## src/rtl/fetch_queue_pkg.sv

```systemverilog
// Shared definitions for the instruction prefetch queue: widths, reset PC and
// FSM state encodings.
package fetch_queue_pkg;
  localparam int XLEN = 32;
  localparam logic [XLEN-1:0] RESET_PC = '0;

  typedef enum logic {
    FQ_RUN   = 1'b0,
    FQ_DRAIN = 1'b1
  } fq_state_e;
endpackage

```

## src/rtl/fq_fifo.sv

```systemverilog
// Synchronous FIFO with clear; head is read straight from the registered array,
// so nothing combinational reaches it from the push side.
module fq_fifo #(
  parameter int W = 32,
  parameter int D = 4
) (
  input  logic              clk,
  input  logic              reset,
  input  logic              clear,
  input  logic              push,
  input  logic [W-1:0]      push_data,
  input  logic              pop,
  output logic [W-1:0]      head,
  output logic [$clog2(D):0] count
);
  localparam int AW = $clog2(D);
  localparam int CW = AW + 1;

  logic [W-1:0]  mem [D];
  logic [AW-1:0] wr_ptr, rd_ptr;
  logic          do_push, do_pop;

  // a push into a full FIFO is fine when the head leaves in the same cycle
  assign do_pop  = pop && (count != '0);
  assign do_push = push && ((count != CW'(D)) || do_pop);
  assign head    = mem[rd_ptr];

  always_ff @(posedge clk or posedge reset) begin
    if (reset) begin
      wr_ptr <= '0;
      rd_ptr <= '0;
      count  <= '0;
    end else if (clear) begin
      wr_ptr <= '0;
      rd_ptr <= '0;
      count  <= '0;
    end else begin
      if (do_push) wr_ptr <= wr_ptr + AW'(1);
      if (do_pop)  rd_ptr <= rd_ptr + AW'(1);
      count <= count + CW'(do_push) - CW'(do_pop);
    end
  end

  always_ff @(posedge clk) begin
    if (do_push && !clear) mem[wr_ptr] <= push_data;
  end
endmodule

```

## src/rtl/fetch_queue.sv

```systemverilog
// Instruction prefetch queue: owns the fetch PC, keeps up to DEPTH words either
// buffered or in flight, and flushes/drains stale fetches on redirect.
module fetch_queue
  import fetch_queue_pkg::*;
#(
  parameter int              XLEN     = fetch_queue_pkg::XLEN,
  parameter int              DEPTH    = 4,
  parameter logic [XLEN-1:0] RESET_PC = XLEN'(fetch_queue_pkg::RESET_PC)
) (
  input  logic            clk,
  input  logic            reset,
  output logic            imem_req,
  output logic [XLEN-1:0] imem_addr,
  input  logic            imem_gnt,
  input  logic            imem_rvalid,
  input  logic [XLEN-1:0] imem_rdata,
  output logic            inst_valid,
  output logic [XLEN-1:0] inst_code,
  output logic [XLEN-1:0] inst_pc,
  input  logic            inst_ready,
  input  logic            redirect,
  input  logic [XLEN-1:0] redirect_pc
);
  localparam int CW = $clog2(DEPTH) + 1;

  fq_state_e       state, state_n;
  logic [XLEN-1:0] fetch_pc, fetch_pc_n;
  logic [CW-1:0]   outstanding, outstanding_n, discard, discard_n;
  logic [CW-1:0]   q_count, pf_count;
  logic [2*XLEN-1:0] q_head;
  logic [XLEN-1:0] pf_head;
  logic            grant, resp, accept, credit;

  // buffered plus in-flight words never exceed DEPTH, so a response always fits
  assign credit    = ({1'b0, q_count} + {1'b0, outstanding}) < (CW+1)'(DEPTH);
  assign imem_req  = (state == FQ_RUN) && credit && !reset;
  assign imem_addr = fetch_pc;
  assign grant     = imem_req && imem_gnt;
  assign resp      = imem_rvalid && (outstanding != '0);
  assign accept    = (state == FQ_RUN) && resp && (pf_count != '0) && !redirect;

  assign inst_valid = (q_count != '0);
  assign inst_code  = inst_valid ? q_head[2*XLEN-1:XLEN] : '0;
  assign inst_pc    = inst_valid ? q_head[XLEN-1:0] : '0;

  fq_fifo #(.W(2*XLEN), .D(DEPTH)) u_inst_q (
    .clk       (clk),
    .reset     (reset),
    .clear     (redirect),
    .push      (accept),
    .push_data ({imem_rdata, pf_head}),
    .pop       (inst_valid && inst_ready),
    .head      (q_head),
    .count     (q_count)
  );

  fq_fifo #(.W(XLEN), .D(DEPTH)) u_pc_fifo (
    .clk       (clk),
    .reset     (reset),
    .clear     (redirect),
    .push      (grant && !redirect),
    .push_data (fetch_pc),
    .pop       (accept),
    .head      (pf_head),
    .count     (pf_count)
  );

  always_ff @(posedge clk or posedge reset) begin
    if (reset) begin
      state       <= FQ_RUN;
      fetch_pc    <= RESET_PC;
      outstanding <= '0;
      discard     <= '0;
    end else begin
      state       <= state_n;
      fetch_pc    <= fetch_pc_n;
      outstanding <= outstanding_n;
      discard     <= discard_n;
    end
  end

  always_comb begin
    state_n       = state;
    discard_n     = discard;
    fetch_pc_n    = fetch_pc;
    outstanding_n = outstanding + CW'(grant) - CW'(resp);
    if (grant) fetch_pc_n = fetch_pc + XLEN'(4);
    case (state)
      FQ_RUN: begin
        // everything still in flight after this edge belongs to the old stream
        if (redirect) begin
          discard_n = outstanding_n;
          if (outstanding_n != '0) state_n = FQ_DRAIN;
        end
      end
      FQ_DRAIN: begin
        if (resp) begin
          discard_n = discard - CW'(1);
          if (discard == CW'(1)) state_n = FQ_RUN;
        end
      end
    endcase
    if (redirect) fetch_pc_n = redirect_pc & ~XLEN'(3);
  end
endmodule

```

## config.mk

```make
export PLATFORM = sky130hd
export DESIGN_NAME = fetch_queue
export DESIGN_NICKNAME = d
export VERILOG_FILES = /design/src/rtl/fetch_queue_pkg.sv /design/src/rtl/fq_fifo.sv /design/src/rtl/fetch_queue.sv
export SDC_FILE = /design/constraint.sdc
export NUM_CORES = 1
export LEC_CHECK = 0
export ABC_AREA = 1
export BUFFER_PORTS_ARGS = -buffer_cell sky130_fd_sc_hd__clkbuf_2
export CORE_AREA = 2 2 213 215
export CTS_BUF_LIST = sky130_fd_sc_hd__clkbuf_16
export CTS_CLUSTER_DIAMETER = 100
export DETAILED_ROUTE_END_ITERATION = 12
export DIE_AREA = 0 0 215 217
export GPL_ROUTABILITY_DRIVEN = 0
export HOLD_SLACK_MARGIN = 0.08
export RECOVER_POWER = 25
export SLEW_MARGIN = 5
export SYNTH_ARGS = -nofsm -noshare
export SYNTH_HDL_FRONTEND = slang
export SYNTH_SLANG_ARGS = --single-unit
```

## constraint.sdc

```tcl
create_clock -name clk -period 10.6 [get_ports clk]
set_input_delay 0.53 -clock clk [delete_from_list [all_inputs] [get_ports clk]]
set_output_delay 0.53 -clock clk [all_outputs]
set_load 0.005 [all_outputs]
```

==> metrics, run 1 <==
status=finished with violations; failing checks=max-capacitance violations, max-slew violations; Sink Count=419; antenna-violating nets left=0; Worst Setup Slack post-DPL=6980 ps; Achievable Freq=229 MHz; Vias=11.6k; sequential share of power=47.5%; pwr dens=203 nW/um2; max-slew violation count=53; DIE HEIGHT=217 um; Mean Syn Cell Area=11.4 um2; CTS tree=done; most common cell in the netlist=nor2_1; period utilization=41.2%; synth top area cells=edfxtp_1, nor2_1, dfrtp_1; Net Sw Frac=29.0%; total track usage=17.0%; worst min-delay path class=in2reg; final hold violations=0; # resized after CTS=0; WL final=39.8 mm; # nets final=1780; internal power=0.00291 W; DRT Pass-1 Iters=7; post-DR wirelength/cell=17.1 um; Tmin final=4370 ps; Worst Path Arrival=4800 ps; Syn Std Cell Area=17500 um2; Synth cell types=36; GR Overflow Total=0; worst rel slew slack=-102%; Startpoint Class=primary input; Finish-stage setup viols=0; maxcap violations=1; top cell type by total area after synthesis=edfxtp_1; Yosys reg bits=419; initial antenna violation count=0; FP Rows=78; Seq/Total Area, Yosys=70.4%; DRC errors left=0; Leak=7.46 nW; combinational share of power=18.2%; EDFF count, synth=368; number of global-route vias before repair=11.1k; Final WS setup=6230 ps; placed insts=2243; fin cells=2321; top cell type's share of synthesized area=63.1%; critical path type=in2reg; CTS clk-pin slew, worst paths=60 ps; I/O Buffers=161; die area=46700 um2; Net Sw Power=0.00119 W; clock skew=19.3 ps; setup bufs post-CTS=0; core box area=44700 um2; DR iter-0 viols=820; Vias per Instance=4.99; die width=215 um; maximum VDD drop=0.113 mV; HPWL after DPL=22.5 mm; CP max FO=52; Hold-fix buffers, CTS=0; layout cells sized above 1=13.4%; Worst Setup End Kind=flip-flop; worst-margin pin slew=3020 ps; Final Util=45.1%; cell count after synthesis=1542; first-pass GRT wire length=62.1 mm; Clock Latency Late Sink=560 ps; Setup TNS=0 ps; top cells by count, synth=nor2_1, edfxtp_1, nand2_1, o21ai_0, a21oi_1; H-tree levels=2; YS warnings=0; initial core utilization=39.2%; Max clock buf depth=3; CTS Buf Count=43; io pins=168; Required @ worst endpoint=11040 ps; Most used DFF post-synth=edfxtp_1; Clock Power Share=34.3%; Antenna Cells=0; Area growth syn-to-layout=15.0%; Post-synth ARST share=12.2%; RSZ-0062 raised after global routing=false; largest net degree at the start of global routing=97; CTS root buf=clkbuf_16
==> path summary, 6_finish.rpt <==
check / cells after the start / slack (ps) / endpoint / startpoint
worst min-delay path: 3 / 190 / imem_addr[7] / redirect_pc[7]
worst max-delay path: 13 / 6230 / state / reset
worst max register to register: 11 / 7660 / state / u_inst_q.count[2]
min in group asynchronous: 3 / 1100 / discard[2] / reset
max in group asynchronous: 3 / 7390 / u_inst_q.rd_ptr[0] / reset
worst min register to register: 2 / 540 / discard[2] / discard[2]
==> per-layer routing <==
metal	wire, um	GRT usage [%]
met4	693	4.46
met5	0	0
met1	18200	23.5
met2	18800	27.9
met3	2080	2.98
==> cell families after synthesis <==
kind of cell | synth area share, %
AOI/OAI and AO/OA | 8.71
xor gates and xnor gates | 1.05
adders and majority gates | 1.70
buffers and inverters | 3.55
DFF | 70.4
other | 0.0214
and+or+nand+nor | 14.6
==> power groups by stage <==
stage / sequential (W) / clock [W] / combinational, W
2_1_floorplan: 0.00194 / 0 / 0.000472
3_3_place_gp: 0.00198 / 0 / 0.000749
3_5_place_dp: 0.00198 / 0 / 0.000762
4_1_cts: 0.00195 / 0.00144 / 0.000765
5_1_grt: 0.00196 / 0.00150 / 0.000846
6_report: 0.00195 / 0.00140 / 0.000746
==> worst max-delay path, cell delays in order <==
cell      delay, ps
clkbuf_2         80
clkinv_1         30
clkbuf_1       2130
nand3b_4        120
nor2_4          230
nand2_4         110
ha_1            280
inv_1            30
ha_1            180
fa_1            500
or2_2           320
o21ai_0         150
o21ai_0         100
==> flip-flops by register name (all words and copies together) (netlist names) <==
| register | flops |
|---|---|
| u_inst_q.wr_ptr | 2 |
| discard | 3 |
| u_pc_fifo.wr_ptr | 2 |
| imem_addr | 30 |
| u_pc_fifo.mem | 120 |
| state | 1 |
| u_inst_q.rd_ptr | 2 |
| outstanding | 3 |
| u_pc_fifo.count | 3 |
| u_inst_q.count | 3 |
| u_pc_fifo.rd_ptr | 2 |
| u_inst_q.mem | 248 |
==> metrics by stage <==
step / area [um2] / power (W) / hold slack, ps
after CTS: 20200 / 0.00416 / 152
after detailed placement: 18900 / 0.00274 / 529
final: 20100 / 0.00410 / 188
after global placement: 18900 / 0.00273 / 518
after floorplan: 17500 / 0.00241 / 489
after global routing: 20100 / 0.00431 / 182
==> cell usage in the layout, fill, tap and decap left out, types with 4 or more instances in the layout <==
cell	count
conb_1	4
inv_2	4
clkinv_2	11
dfrtp_1	49
xor2_1	13
edfxtp_1	368
a21oi_1	65
nor2_2	5
ha_1	19
nor3_1	4
inv_1	67
nand3_1	45
nor2_4	5
nand3b_1	5
nor2_1	366
o22ai_1	30
clkbuf_1	33
buf_4	16
nand2_1	197
clkinv_1	12
o21ai_0	196
clkbuf_16	43
xnor2_1	8
clkinvlp_4	4
clkbuf_2	129
==> final cells by class <==
| class | count | area, um2 |
|---|---|---|
| clock buffer | 43 | 1080 |
| clock inverter | 35 | 224 |
| fill | 4152 | 24600 |
| inverter | 68 | 255 |
| multi-input combinational | 978 | 4610 |
| sequential | 419 | 12300 |
| tap | 600 | 751 |
| timing repair buffer | 178 | 890 |
No activity file was read; power rests on OpenSTA's default activity.
==> inputs of run 2 (changes only) <==
- ABC_AREA: 1 -> 0
- CORE_AREA: 2 2 213 215 -> 2 2 208 210
- DIE_AREA: 0 0 215 217 -> 0 0 210 212
- clock period: 10.6 -> 4.2 ns (I/O delays scaled with it)
==> run 2 against run 1 <==
Compared with the run above: the run now ends clean; flip-flop and latch count stayed put; clock skew fell by 4.5 ps; area after synthesis is 4.3% lower; critical endpoint unchanged; sequential power grew to 2.5 times the previous value.
==> metrics, run 2 <==
internal power=0.00776 W; clock skew=14.8 ps; H-tree levels=2; Synth Area in Adders=1.78%; Vias=8608; initial antenna violation count=0; DRT Pass-1 Iters=4; most common cell after layout, fill and taps aside=edfxtp_1; io pins=168; EDFF count, synth=368; Largest Register=u_inst_q.mem; critical path type=reg2reg; DRC errors left=0; layout cells sized above 1=26.7%; first-pass GRT wire length=51.9 mm; largest net degree at the start of global routing=72; Synth Area in Simple Gates=6.83%; Syn Std Cell Area=16800 um2; maximum VDD drop=0.263 mV; DR iter-0 viols=496; max-slew violation count=0; Max clock buf depth=3; Startpoint Class=flip-flop; Vias per Instance=5.01; commonest cells after routing, fill and taps aside=edfxtp_1, clkbuf_2, mux4_2; Post-synth ARST share=12.2%; met2 usage=25.3%; Clock Power Share=34.7%; Synth cell types=44; Mean Syn Cell Area=18.8 um2; top cells by count, synth=edfxtp_1, mux4_2, and2_1, dfrtp_1, nand2_1; # nets final=1229; final hold violations=0; CTS Buf Count=44; Post-Synth XOR/XNOR Area=1.93%; Seq/Total Area, Yosys=73.6%; CP max FO=6; initial core utilization=39.4%; CTS tree=done; die area=44500 um2; Leak=6.89 nW; antenna-violating nets left=0; combinational share of power=18.6%; top cell type by total area after synthesis=edfxtp_1; GR Overflow Total=0; core box area=42500 um2; post-DR wirelength/cell=19.8 um; Net Sw Power=0.00268 W; met1 GRT Util=21.6%; period utilization=73.2%; top cell type's share of synthesized area=66.0%; Hold-fix buffers, CTS=65; Most used DFF post-synth=edfxtp_1; Synth Area in Compound Gates=1.32%; Largest register FFs=248; Yosys reg bits=419; Worst Setup End Kind=flip-flop; # resized after CTS=0; worst min-delay path class=in2reg; CTS clk-pin slew, worst paths=60 ps; setup bufs post-CTS=0; RSZ-0062 raised after global routing=false; combinational family with the most area after synthesis=multiplexers; die width=210 um; WL final=34.0 mm; pwr dens=516 nW/um2; Area growth syn-to-layout=20.7%; maxcap violations=0; CTS root buf=clkbuf_16; multi-input logic area=4140 um2; met3 usage=2.48%; Worst Path Arrival=3500 ps; worst rel slew slack=36.7%; Clock Latency Late Sink=550 ps; most common cell in the netlist=edfxtp_1; worst-margin pin slew=949 ps; Net Sw Frac=25.7%; Required @ worst endpoint=4630 ps; I/O Buffers=161; Finish-stage setup viols=0; area occupied by registers=12300 um2; GRT busiest layer=met2; DIE HEIGHT=212 um; Tmin final=3070 ps; overall power=0.0104 W; Setup TNS=0 ps; sequential share of power=46.7%; HPWL after DPL=20.8 mm; Sink Count=419; status=finished clean; total track usage=15.4%; FP Rows=76; post-synthesis mux area share=12.7%; Achievable Freq=325 MHz; cell count after synthesis=892; synth top area cells=edfxtp_1, mux4_2, dfrtp_1; Layout fillers=3596; YS warnings=0; number of global-route vias before repair=8803; Min Hold Slack=180 ps
run 2: changes by cell type after synthesis, sizes merged, moves of 21 or more:
cell / change
o22ai: -29
o21ai: -166
xnor2: +21
and2: +74
mux4: +92
nand2: -156
inv: -46
nand3: -34
nor2: -357
a21oi: -65
run 2: layout make-up:
type / instances / share of cell area, %
inverter: 22 / 0.408
tap: 546 / 3.38
sequential: 419 / 61.0
antenna: 1 / 0.0124
clock inverter: 34 / 1.06
clock buffer: 46 / 5.69
multi-input combinational: 406 / 20.5
timing repair buffer: 244 / 7.98
run 2: worst paths after layout:
check | from | end | slack [ps] | cells past startpoint
max | u_inst_q.count[2] | state | 1130 | 13
min | inst_ready | u_inst_q.rd_ptr[0] | 180 | 4
max reg2reg | u_inst_q.count[2] | state | 1130 | 13
min reg2reg | discard[1] | discard[1] | 530 | 2
max in group asynchronous | reset | imem_addr[30] | 2800 | 4
min in group asynchronous | reset | discard[2] | 480 | 3
run 2: through the flow:
step                cell area [um2]  setup slack (ps)  instances  util, %
floorplan                     16800              1020        895        -
global placement              18200              1160       1572     42.9
detailed placement            18200              1120       1572     42.9
CTS                           20300              1110       1717     47.7
global route                  20200               935       1717     47.6
finish                        20200              1130       1718     47.6
run 2: cell families (layout without fill, tap and decap cells):
group | count (synthesis) | in the layout
xor gates and xnor gates | 37 | 37
AOI/OAI and AO/OA | 40 | 40
muxes | 98 | 98
buffers and inverters | 70 | 346
adders and majority gates | 22 | 22
other | 1 | 5
DFF | 419 | 419
and+or+nand+nor | 205 | 205
run 2: critical path: stages (launching register included):
cell	delay (ps)
dfrtp_1	430
ha_1	320
nor3b_1	200
and3_1	330
inv_1	90
ha_1	280
inv_1	40
ha_1	190
fa_1	390
xor2_1	160
xnor2_1	170
nor3_1	150
nor2_1	60
o32a_1	170
run 2: per-layer routing:
| metal | up-vias | routed length (um) | part of all wire, % |
|---|---|---|---|
| met4 | 0 | 556 | 1.6 |
| met3 | 44 | 1320 | 3.9 |
| met5 | - | 0 | 0 |
| met2 | 199 | 16400 | 48 |
| met1 | 4397 | 15700 | 46 |
| li1 | 3968 | - | - |
run 2: power groups by stage:
stage / clock [W] / sequential (W) / combinational (W)
final: 0.00362 / 0.00488 / 0.00194
after global routing: 0.00390 / 0.00491 / 0.00216
after CTS: 0.00374 / 0.00489 / 0.00201
after detailed placement: 0 / 0.00497 / 0.00195
after global placement: 0 / 0.00497 / 0.00193
after floorplan: 0 / 0.00480 / 0.00130
